**src/rtl/masked_affine_pipe.sv**
```systemverilog
// Three-share nibble affine stage (A1 / A2 / identity) in front of a DEPTH-deep elastic valid/ready pipeline.
// Optional share refresh after the map is enabled by defining MASKED_AFFINE_REFRESH_EN.
module masked_affine_pipe #(
  parameter int NIBBLES = 16,
  parameter int DEPTH   = 1
) (
  input  logic                   clk,
  input  logic                   rst,
  input  logic                   flush,
  input  logic                   in_valid,
  output logic                   in_ready,
  input  logic [1:0]             in_mode,
  input  logic [4*NIBBLES-1:0]   in_s0,
  input  logic [4*NIBBLES-1:0]   in_s1,
  input  logic [4*NIBBLES-1:0]   in_s2,
`ifdef MASKED_AFFINE_REFRESH_EN
  input  logic [8*NIBBLES-1:0]   in_rnd,
`endif
  output logic                   out_valid,
  input  logic                   out_ready,
  output logic [1:0]             out_mode,
  output logic [4*NIBBLES-1:0]   out_s0,
  output logic [4*NIBBLES-1:0]   out_s1,
  output logic [4*NIBBLES-1:0]   out_s2,
  output logic                   busy
);

  localparam int W = 4*NIBBLES;

  // c is the complement bit: 1 only for share 0, so the shares XOR to the unmasked map.
  function automatic logic [3:0] f_nib(input logic [3:0] x, input logic [1:0] m, input logic c);
    case (m)
      2'b00:   f_nib = {x[2]^x[1]^c, x[3]^x[0], x[0]^x[2]^c, x[1]};
      2'b01:   f_nib = {x[3]^x[0]^c, x[2], x[3]^x[1], x[3]^c};
      default: f_nib = x;
    endcase
  endfunction

  function automatic logic [W-1:0] f_word(input logic [W-1:0] s, input logic [1:0] m, input logic c);
    f_word = '0;
    for (int k = 0; k < NIBBLES; k++) begin
      f_word[4*k +: 4] = f_nib(s[4*k +: 4], m, c);
    end
  endfunction

  logic [W-1:0] w_m0, w_m1, w_m2;
  logic [W-1:0] w_d0, w_d1, w_d2;

  assign w_m0 = f_word(in_s0, in_mode, 1'b1);
  assign w_m1 = f_word(in_s1, in_mode, 1'b0);
  assign w_m2 = f_word(in_s2, in_mode, 1'b0);

`ifdef MASKED_AFFINE_REFRESH_EN
  logic [W-1:0] w_r0, w_r1;
  assign w_r0 = in_rnd[W-1:0];
  assign w_r1 = in_rnd[2*W-1:W];
  assign w_d0 = w_m0 ^ w_r0 ^ w_r1;
  assign w_d1 = w_m1 ^ w_r0;
  assign w_d2 = w_m2 ^ w_r1;
`else
  assign w_d0 = w_m0;
  assign w_d1 = w_m1;
  assign w_d2 = w_m2;
`endif

  logic         r_vld  [DEPTH];
  logic [1:0]   r_mode [DEPTH];
  logic [W-1:0] r_s0   [DEPTH];
  logic [W-1:0] r_s1   [DEPTH];
  logic [W-1:0] r_s2   [DEPTH];

  logic         w_load     [DEPTH];
  logic         w_src_vld  [DEPTH];
  logic [1:0]   w_src_mode [DEPTH];
  logic [W-1:0] w_src_s0   [DEPTH];
  logic [W-1:0] w_src_s1   [DEPTH];
  logic [W-1:0] w_src_s2   [DEPTH];

  // Ready ripples from the output back to stage 0: a stage can load if empty or it moves on this cycle.
  always_comb begin
    logic w_acc;
    w_acc = out_ready;
    for (int i = DEPTH-1; i >= 0; i--) begin
      w_load[i] = !r_vld[i] || w_acc;
      w_acc     = w_load[i];
    end
  end

  assign in_ready = w_load[0] && !flush;

  always_comb begin
    w_src_vld[0]  = in_valid && in_ready;
    w_src_mode[0] = in_mode;
    w_src_s0[0]   = w_d0;
    w_src_s1[0]   = w_d1;
    w_src_s2[0]   = w_d2;
    for (int i = 1; i < DEPTH; i++) begin
      w_src_vld[i]  = r_vld[i-1];
      w_src_mode[i] = r_mode[i-1];
      w_src_s0[i]   = r_s0[i-1];
      w_src_s1[i]   = r_s1[i-1];
      w_src_s2[i]   = r_s2[i-1];
    end
  end

  for (genvar g = 0; g < DEPTH; g++) begin : g_stage
    always_ff @(posedge clk or posedge rst) begin
      if (rst) begin
        r_vld[g]  <= 1'b0;
        r_mode[g] <= 2'b00;
        r_s0[g]   <= '0;
        r_s1[g]   <= '0;
        r_s2[g]   <= '0;
      end else if (flush) begin
        r_vld[g]  <= 1'b0;
      end else if (w_load[g]) begin
        r_vld[g] <= w_src_vld[g];
        if (w_src_vld[g]) begin
          r_mode[g] <= w_src_mode[g];
          r_s0[g]   <= w_src_s0[g];
          r_s1[g]   <= w_src_s1[g];
          r_s2[g]   <= w_src_s2[g];
        end
      end
    end
  end

  always_comb begin
    busy = 1'b0;
    for (int i = 0; i < DEPTH; i++) begin
      busy = busy | r_vld[i];
    end
  end

  assign out_valid = r_vld[DEPTH-1];
  assign out_mode  = r_mode[DEPTH-1];
  assign out_s0    = r_s0[DEPTH-1];
  assign out_s1    = r_s1[DEPTH-1];
  assign out_s2    = r_s2[DEPTH-1];

endmodule
```
**config.mk**
```make
export PLATFORM = sky130hd
export DESIGN_NAME = masked_affine_pipe
export DESIGN_NICKNAME = d
export VERILOG_FILES = /design/src/rtl/masked_affine_pipe.sv
export SDC_FILE = /design/constraint.sdc
export NUM_CORES = 1
export LEC_CHECK = 0
export BUFFER_PORTS_ARGS = -buffer_cell sky130_fd_sc_hd__buf_2
export CAP_MARGIN = 10
export CORE_ASPECT_RATIO = 1.5
export CORE_MARGIN = 2
export CORE_UTILIZATION = 40
export CTS_BUF_LIST = sky130_fd_sc_hd__clkbuf_4 sky130_fd_sc_hd__clkbuf_8
export CTS_CLUSTER_DIAMETER = 50
export DETAILED_ROUTE_END_ITERATION = 8
export PLACE_DENSITY = 0.65
export SETUP_SLACK_MARGIN = 0.3
export SLEW_MARGIN = 20
export SYNTH_ARGS = -nofsm -noshare
export SYNTH_HDL_FRONTEND = slang
export SYNTH_SLANG_ARGS = --single-unit
```
**constraint.sdc**
```tcl
create_clock -name clk -period 13.9 [get_ports clk]
set_input_delay 0 -clock clk [delete_from_list [all_inputs] [get_ports clk]]
set_output_delay 0 -clock clk [all_outputs]
set_load 0.02 [all_outputs]
```
== Yosys cells after proc, flatten, opt, wreduce, memory -nomap -nowiden ==
Cells that the tools add are included.
Storage, ports and cells
  register bits: 195
  input port bits: 199
  output and inout bits: 197
  logic and storage cells: 321
Cells by class
  eq/ne operators: 1
  multiplexer cells: 50
  bitwise gates (word level): 257
  reduce and logical (&&, ||, !) cells: 8
Operator list (number)
  4-bit one-hot mux with 2 select lines: 48
  1-bit bitwise XOR: 192
  1-bit inverter: 65
  3-bit AND reduction: 1
  2-bit by 1-bit equality test with 1-bit output (second input constant): 1
  1-bit logical AND: 2
  1-bit logical NOT: 2
  2-bit logical NOT: 1
  1-bit two-way mux: 2
  2-bit nonzero test: 1
  1-bit logical OR: 1

== Longest topological paths before layout ==
Gate-level depths: netlist of run 1.
  depth after elaboration: 6
  depth in mapped cells: 8
  gate-level depth less buffers: 4

== Least setup slack after synthesis of run 1 ==
No wires, ideal clock.
  path type: reg-to-reg
  start point: reg r_vld (netlist: busy)
  end point: reg r_s0, in the netlist out_s0[1]
  library setup time: 0.126 ns
  arrival: 1.750 ns
  required time: 13.774 ns
  path slack: 12.024 ns
  cell stages (with the launch flop): 9
  buffers on the path: 4
  period minus slack after synthesis: 1.876 ns
  cells stage by stage: dfrtp_1 nor2b_4 or3b_1 buf_6 buf_6 buf_6 buf_6 a221oi_2 a21oi_1
Between the ends
  cells in the longest elaborated chain, start to end: 5
RTL lines
  start, declared: RTL line 66  | logic r_vld [DEPTH];
  start signal, assigned by index: RTL line 117  | r_vld[g] <= w_src_vld[g];
  1-bit logical NOT (*): RTL line 84  | w_load[i] = !r_vld[i] || w_acc;
  1-bit logical OR (*): RTL line 84
  1-bit logical AND: RTL line 89  | assign in_ready = w_load[0] && !flush;
  1-bit logical AND: RTL line 92  | w_src_vld[0] = in_valid && in_ready;
  3-bit AND reduction (no source line) (*)
  end signal, assigned by index: RTL line 120  | r_s0[g] <= w_src_s0[g];
  end, declared: RTL line 68  | logic [W-1:0] r_s0 [DEPTH];
Mark *: on every way between the ends. The rest lies on a longest branch, timed or not.
A chain may end at the register's enable or synchronous reset.

== Worst setup path in the final report of run 1 ==
  start point: reg r_vld (netlist: busy)
  end point: reg r_s0, in the netlist out_s0[29]
The elaborated chain is that of the path after synthesis.

==> impl_metrics.toml, run 1 <==
[sta]
fin_hold_ws_ns = 0.0466
skew_ns = 0.00833
drv_slew = 0
final.setup.worst_slack_ns = 10.07
rsz0062_at_grt = "no"
fin_crit_ns = 3.83
relSlewSlack_pct = 25.2
fmax_mhz = 261
final.period_utilization_pct = 27.6
setup_tns_ns = 0
timing.final.hold_violations = 0
tightest_slew_ns = 1.12
finalSetupViolations = 0

[clock_tree]
clockBufferDepth = 2
cts_inserted_buffers = 17
clk_pin_slew_worst_paths_ns = 0.11
clockRootBuffer = "clkbuf_8"
insertion_delay_ns = 0.50
cts_max_level = 4
cts_sinks = 195
cts_tree = "yes"
cts_setup_buffers = 0

[drt]
drt_iter0_markers = 718
num_vias = 14263
wirelength_microns = 45800
drcViolationCount = 0
drt-wirelength-per-cell_microns = 17.3
vias_per_cell = 5.39
dr.pass1.iters = 6
ant_nets = 0

[logic_synthesis]
synth_seq_cells = 195
ys_seq_area_share_pct = 39.4
yosysWarnings = 0
synthCells = 1539
synth_edf_count = 0
yosysUniqueCellTypes = 29
netlist_area_sq_um = 12400
avgSynthCellArea_sq_um = 8.04
syn_nets = 1738
synth_flop_cell = "dfrtp_1"
synthArstFlopShare_pct = 100

[floorplanning]
start_util_pct = 40.8
io_pins = 396
dieArea_sq_um = 32400
core_sq_um = 30400
std_cell_rows = 78
die_h_microns = 219
fp.dieW_microns = 148

[power]
clkPwrFrac_pct = 21.3
p_seq_share_pct = 39.8
p_per_area_nw_per_um2 = 96.7
p_comb_share_pct = 39.0
ir_worst_vdd_v = 0.0000734
fin_total_pwr_mw = 1.81
p_int_mw = 1.13
switchingPower_mw = 0.689
sw_frac_of_total_pct = 38.0
leakage_nw = 8.30

[job]
drv_cap = 0

[worst_setup_path]
cp.required_ns = 14.35
worst-endpoint-arrival_ns = 4.28
critPathLaunchType = "flop"
path_max_fanout = 108
crit_type = "reg -> reg"
cp-end-kind = "flop"

[final_layout]
areaGrowthSynthToFinish_pct = 51.5
multi_input_area_sq_um = 6750
nNetsFinal = 2431
final_util_pct = 61.8
drive_gt1_share_pct = 20.6
fin_cells = 2648
seq_area_sq_um = 4880
stdcell_area_sq_um = 18800
nFillCells = 2565

[global_route]
grt_max_degree = 138
use_met2_pct = 48.3
grt_pass1_wl_microns = 72600
antenna_found_initial = 0
overflow = 0
grt_pass1_vias = 14470
globalRouteMet1Util_pct = 30.7
met3_usage_pct = 5.11
globalRouteTotalUtil_pct = 27.6
grt_busiest_layer = "met2"

[placement]
pre_cts_ws_ns = 10.89
gp_congestion = 0.845
io_buffers = 395
dp_hpwl_microns = 26700
place_area_sq_um = 14500
dp.cells = 2225

[min_path]
hold_class = "in -> async"

[status]
status = "finished clean"
## worst max-delay path, stage by stage (launching register included)
cell           delay (ns)
dfrtp_1              0.38
nor2b_4              0.20
or3b_4               0.14
buf_4                0.63
buf_4                0.93
a221oi_1             0.11
dlygate4sd3_1        0.63
a21oi_1              0.15
dlygate4sd3_1        0.57
## area by class of cell
type                            count  area share (%)
Clock inverter                     11           0.547
Timing Repair Buffer              796            31.9
Inverter                           62            1.28
Clock buffer                       21            1.54
Antenna cell                        3          0.0400
Sequential cell                   195            26.0
Multi-Input combinational cell   1160            36.0
Tap cell                          400            2.67
## layout by cell type, fill, tap and decap left out, types with 35 or more instances in the layout
cell           instances
a211oi_1              58
a21oi_1              160
buf_2                393
dfrtp_1              195
dlygate4sd3_1        387
inv_1                 61
nand2_1              147
nand2b_1              35
nand3_1               58
nor2_1               123
nor3_1                66
o21ai_0              232
xnor2_1               66
xor2_1                75
## timing repair
action / in CTS / in global routing
resized for setup: 0 / 0
endpoints found under the hold margin: 329 / 0
hold buffers: 387 / 0
## layer usage
layer,wire (microns),part of all wire (%)
met2,23100,51
met5,0,0
met4,2700,5.9
met1,17500,38
met3,2430,5.3
## power by group through the flow
stage,registers [mW],logic [mW],clock network [mW]
finish,0.721,0.707,0.385
detailed placement,0.730,0.566,0
floorplan,0.846,0.218,0
CTS,0.719,0.691,0.392
global route,0.732,0.764,0.416
global placement,0.726,0.557,0
## sequential cells by signal, summed over array words and instances, names as in the netlist
register and cells:
out_s0 64, out_mode 2, busy 1, out_s2 64, out_s1 64
## Yosys cell counts, drive strengths merged (35+ instances only)
master,n,area [sq um]
a211oi,58,435
clkbuf,72,270
nor3,66,330
xor2,75,657
nor2,125,477
inv,62,233
nand2,147,552
a21oi,160,801
nand3,58,290
dfrtp,195,4880
o21ai,232,1160
nand2b,35,219
buf,50,265
xnor2,66,578
## path summary, 6_finish.rpt
kind	from	end	slack, ns	cells past startpoint
max	busy	out_s0[29]	10.07	8
min	rst	out_s0[2]	0.05	3
max reg2reg	busy	out_s0[29]	10.07	8
min reg2reg	out_s2[50]	out_s2[50]	0.49	2
max in group asynchronous	rst	out_s1[49]	12.17	5
min in group clk	in_s1[15]	out_s1[12]	0.05	5
## cells by family after synthesis
| kind of cell | synth area share, % |
|---|---|
| buf+inv | 6.21 |
| flops | 39.4 |
| compound gates | 23.6 |
| mux | 2.59 |
| xor+xnor | 9.98 |
| simple gates | 18.2 |
(Power assumes the default switching activity.)
==> run 2, diff against run 1 <==
Settings changed: ABC_AREA from default to 1, PLACE_DENSITY 0.65 to default.
Clock period 13.9 ns to 4.01 ns, I/O delays scaled along.
==> impl_metrics.toml, run 2 <==
[final_layout]
mostFrequentLayoutCells = "1106 x nand2_1, 394 x buf_2, 361 x dlygate4sd3_1"
seq_area_sq_um = 4880
layout_commonest_cell = "nand2_1"
nFillCells = 3046
multi_input_area_sq_um = 6760
areaGrowthSynthToFinish_pct = 47.7
nNetsFinal = 3026
drive_gt1_share_pct = 16.1
fin_cells = 3255

[placement]
gp_congestion = 0.867
dp_hpwl_microns = 30800
io_buffers = 395
dp.cells = 2862

[sta]
tightest_slew_ns = 1.09
relSlewSlack_pct = 27.0
final.period_utilization_pct = 68.9
fin_crit_ns = 2.76
drv_slew = 0
rsz0062_at_grt = "no"
finalSetupViolations = 0
timing.final.hold_violations = 0
setup_tns_ns = 0
skew_ns = 0.0131
fmax_mhz = 362

[clock_tree]
clockRootBuffer = "clkbuf_8"
cts_inserted_buffers = 17
cts_max_level = 4
cts_sinks = 195
clockBufferDepth = 2
insertion_delay_ns = 0.51
clk_pin_slew_worst_paths_ns = 0.10
cts_tree = "yes"

[logic_synthesis]
ys_seq_area_share_pct = 37.3
synthArstFlopShare_pct = 100
netlist_area_sq_um = 13100
synth_flop_cell = "dfrtp_1"
yosys.area.top_type = "dfrtp_1"
synth_edf_count = 0
yosys-top-cells-area = "dfrtp_1 37%, nand2_1 32%, nand3_1 10%"
synth_most_common_cell = "nand2_1"
syn_nets = 2330
yosysTopAreaCellShare_pct = 37.3
avgSynthCellArea_sq_um = 6.13
synthCells = 2131
yosysWarnings = 0
synth_seq_cells = 195
yosysUniqueCellTypes = 21
netlist_top_cells_count = "1107 x nand2_1, 271 x nand3_1, 232 x inv_1, 195 x dfrtp_1, 79 x nor2_1"

[worst_setup_path]
cpPeakStageDelay_ns = 0.57
cp.required_ns = 4.40
path_max_fanout = 4
worst-endpoint-arrival_ns = 3.16
critPathLaunchType = "input port"
crit_type = "in -> reg"
cp_cell_sequence = "dlygate4sd3_1, buf_2, nand2_1, dlygate4sd3_1, nand2_1, dlygate4sd3_1, nand2_1, dlygate4sd3_1, nand2_1, nand2_1, dlygate4sd3_1"
crit_slowest_cell = "dlygate4sd3_1"
cp-end-kind = "flop"

[power]
ir_worst_vdd_v = 0.000248
leakage_nw = 10.8
fin_total_pwr_mw = 6.32
p_per_area_nw_per_um2 = 327

[floorplanning]
io_pins = 396
dieArea_sq_um = 34200
die_h_microns = 225
fp.dieW_microns = 152
core_sq_um = 32400
start_util_pct = 40.3
std_cell_rows = 81

[global_route]
globalRouteTotalUtil_pct = 27.9
grt_max_degree = 153
grt_pass1_wl_microns = 75900
overflow = 0
grt_pass1_vias = 15901
antenna_found_initial = 2

[drt]
drt_iter0_markers = 719
vias_per_cell = 4.93
drcViolationCount = 0
dr.pass1.iters = 5
num_vias = 16036
drt-wirelength-per-cell_microns = 14.6
wirelength_microns = 47600
ant_nets = 0

[status]
status = "finished clean"

[job]
drv_cap = 0

[min_path]
hold_class = "in -> reg"
==> run 2: cell types whose count changed after synthesis, moves of 61 or more <==
| cell | delta |
|---|---|
| nor3_1 | -66 |
| a21oi_1 | -126 |
| o21ai_0 | -217 |
| inv_1 | +170 |
| nand2_1 | +960 |
| xnor2_1 | -61 |
| nand3_1 | +213 |
| xor2_1 | -68 |
==> run 2: metrics by stage <==
stage	instance area, sq um	setup WS, ns	util, %	hold slack (ns)
floorplan	13100	1.49	-	0.0631
global placement	15300	1.94	47.0	0.172
detailed placement	15300	1.84	47.0	0.175
CTS	19300	1.32	59.5	0.00194
global route	19300	1.12	59.5	0.0464
finish	19300	1.25	59.5	0.0462
==> run 2: path summary, 6_finish.rpt <==
kind,from,end,slack (ns),cells after the start
worst min-delay path,in_mode[0],out_mode[0],0.05,3
min in group asynchronous,rst,out_s2[24],0.14,4
worst max register to register,busy,out_s0[51],1.27,8
worst min register to register,out_s2[3],out_s2[3],0.48,2
worst max-delay path,in_s1[48],out_s1[49],1.25,11
max in group asynchronous,rst,out_s0[52],2.92,4
==> run 2: worst max-delay path: cells and delay by family <==
kind | cells | cell delay [ns]
AND/OR/NAND/NOR | 5 | 0.28
buffers and inverters | 6 | 2.87
==> run 2: layout make-up <==
| class | instances | area share, % |
|---|---|---|
| Clock buffer | 19 | 1.32 |
| Sequential cell | 195 | 25.3 |
| Clock inverter | 11 | 0.959 |
| Antenna cell | 2 | 0.0259 |
| Tap cell | 415 | 2.69 |
| Inverter | 234 | 4.58 |
| Timing Repair Buffer | 779 | 30.2 |
| Multi-Input combinational cell | 1600 | 35.0 |
==> run 2: kinds of logic (layout without fill, tap and decap cells) <==
| family | Yosys count | count (layout) | share of synthesized area, % |
|---|---|---|---|
| buffers and inverters | 336 | 1043 | 11.1 |
| xor gates and xnor gates | 12 | 12 | 0.804 |
| AOI/OAI and AO/OA | 127 | 127 | 5.95 |
| DFF | 195 | 195 | 37.3 |
| and+or+nand+nor | 1461 | 1461 | 44.8 |
| other | 0 | 2 | 0 |
==> run 2: metal layers <==
| layer | vias up | part of all wire, % | global-route usage, % |
|---|---|---|---|
| li1 | 7954 | - | - |
| met1 | 7385 | 38 | 30.4 |
| met2 | 544 | 49 | 48.3 |
| met3 | 153 | 6.8 | 6.62 |
| met4 | 0 | 5.9 | 17.1 |
| met5 | - | 0 | 0 |
==> run 2: report_power, final <==
part | leakage, nW | switching (mW) | total [mW] | internal, mW
combinational | 8.18 | 1.43 | 2.36 | 0.938
sequential | 2.40 | 0.178 | 2.47 | 2.29
clock | 0.221 | 0.737 | 1.49 | 0.753
==> run 2: timing repair <==
item                                   in CTS  in global routing
endpoints found under the hold margin     388                  0
resized for setup                           0                  0
setup buffers                               0                  0
hold buffers                              361                  0
==> run 3, diff against run 2 <==
Settings changed: PLACE_DENSITY from default to 0.67.
Clock period 4.01 ns to 2.3 ns, I/O delays scaled along.
==> impl_metrics.toml, run 3 (same netlist as run 2, synthesis figures left out) <==
[status]
status = "finished clean"

[floorplanning]
dieArea_sq_um = 34200
die_h_microns = 225
io_pins = 396
core_sq_um = 32400
std_cell_rows = 81
fp.dieW_microns = 152
start_util_pct = 40.3

[sta]
skew_ns = 0.0229
fmax_mhz = 536
final.period_utilization_pct = 81.1
rsz0062_at_grt = "no"
drv_slew = 0
relSlewSlack_pct = 54.9
fin_crit_ns = 1.86
tightest_slew_ns = 0.676
setup_tns_ns = 0
finalSetupViolations = 0
timing.final.hold_violations = 0

[final_layout]
mostFrequentLayoutCells = "1106 x nand2_1, 394 x buf_2, 304 x dlygate4sd3_1"
stdcell_area_sq_um = 18800
final_util_pct = 58.0
nNetsFinal = 2968
layout_commonest_cell = "nand2_1"
areaGrowthSynthToFinish_pct = 43.8
drive_gt1_share_pct = 16.4
fin_cells = 3199

[clock_tree]
cts_max_level = 4
ctsResizeCount = 0
cts_inserted_buffers = 17
cts_sinks = 195
insertion_delay_ns = 0.52
cts_setup_buffers = 0
clockBufferDepth = 2
clk_pin_slew_worst_paths_ns = 0.11
cts_hold_buf = 304
clockRootBuffer = "clkbuf_8"
cts_tree = "yes"

[power]
fin_total_pwr_mw = 10.7
p_per_area_nw_per_um2 = 569
p_comb_share_pct = 37.7
p_int_mw = 6.52
leakage_nw = 10.6
switchingPower_mw = 4.17
clkPwrFrac_pct = 22.0
sw_frac_of_total_pct = 39.0
ir_worst_vdd_v = 0.000345
p_seq_share_pct = 40.3

[worst_setup_path]
cp.depth = 10
endpoint = "out_s0[5]"
critPathBufInv = 5
r2r.worst_path.cells = 6
cpPeakStageDelay_ns = 0.57
critPathLaunchType = "input port"
cp_top_family = "buffers and inverters"
rrSetupSlack_ns = 0.58
worst-endpoint-arrival_ns = 2.31
cp_cell_sequence = "buf_2, inv_4, nor2_4, buf_12, nand3_1, dlygate4sd3_1, nand2_1, dlygate4sd3_1, nand2_1, nand3_1"
crit_slowest_cell = "dlygate4sd3_1"
timing.rr.start = "busy"
startpoint = "in_mode[0]"
cp-end-kind = "flop"
crit_type = "in -> reg"
path_max_fanout = 71
cp.required_ns = 2.75
rr_endpoint = "out_s1[47]"

[min_path]
hold_class = "in -> reg"

[placement]
place_area_sq_um = 15400
dp.cells = 2861
io_buffers = 395
gp_congestion = 0.930
dp_hpwl_microns = 30300

[global_route]
grt_pass1_vias = 16111
globalRouteTotalUtil_pct = 28.0
grt_pass1_wl_microns = 76500
overflow = 0
antenna_found_initial = 4
grt_max_degree = 91

[drt]
drt_iter0_markers = 928
drt-wirelength-per-cell_microns = 15.0
wirelength_microns = 48100
ant_nets = 0
vias_per_cell = 5.06
dr.pass1.iters = 5
num_vias = 16189
drcViolationCount = 0

[job]
drv_cap = 0
==> run 3: worst min-delay path by stage <==
| stage | to | start | cells past startpoint |
|---|---|---|---|
| 6_report | out_s0[13] | in_mode[0] | 5 |
| 5_1_grt | out_s0[13] | in_mode[0] | 5 |
| 2_1_floorplan | busy | flush | 1 |
| 3_3_place_gp | out_s2[23] | rst | 2 |
| 3_5_place_dp | out_s2[23] | rst | 2 |
| 4_1_cts | out_s0[5] | in_mode[0] | 5 |
==> run 3: final cells by class <==
type                    instances  area, sq um
flip-flops and latches        195         4880
multi-input cells            1600         6760
inverters                     234          885
fillers                      2963        13600
repair buffers                721         5360
diodes                          3         7.51
clock buffers                  18          248
clock inverters                13          134
well taps                     415          519
==> run 3: worst min-delay path, cell delays in order <==
cell,delay (ns)
buf_2,0.20
a21oi_1,0.17
nor2_1,0.05
nand2_1,0.05
nand3_1,0.07
==> run 3: metal layers <==
metal | vias to the layer above | wire (microns) | GRT usage (%)
met5 | - | 27 | 0
met4 | 4 | 2780 | 17.0
met3 | 193 | 3640 | 6.72
met2 | 725 | 23500 | 48.2
met1 | 7433 | 18200 | 30.9
li1 | 7834 | - | -
==> run 3: power by group through the flow <==
stage                     registers, mW  clock network (mW)  logic [mW]
after floorplan                    5.06                   0        1.40
after global placement             4.35                   0        3.41
after detailed placement           4.36                   0        3.46
after CTS                          4.29                2.43        3.97
after global routing               4.38                2.54        4.42
final                              4.31                2.35        4.03
==> run 3: per-stage QoR <==
stage | hold slack [ns] | worst slack [ns]
4_1_cts | 0.0146 | 0.481
3_3_place_gp | -0.0802 | 0.661
3_5_place_dp | -0.0796 | 0.604
2_1_floorplan | 0.0631 | -0.218
6_report | 0.0586 | 0.435
5_1_grt | 0.0638 | 0.344
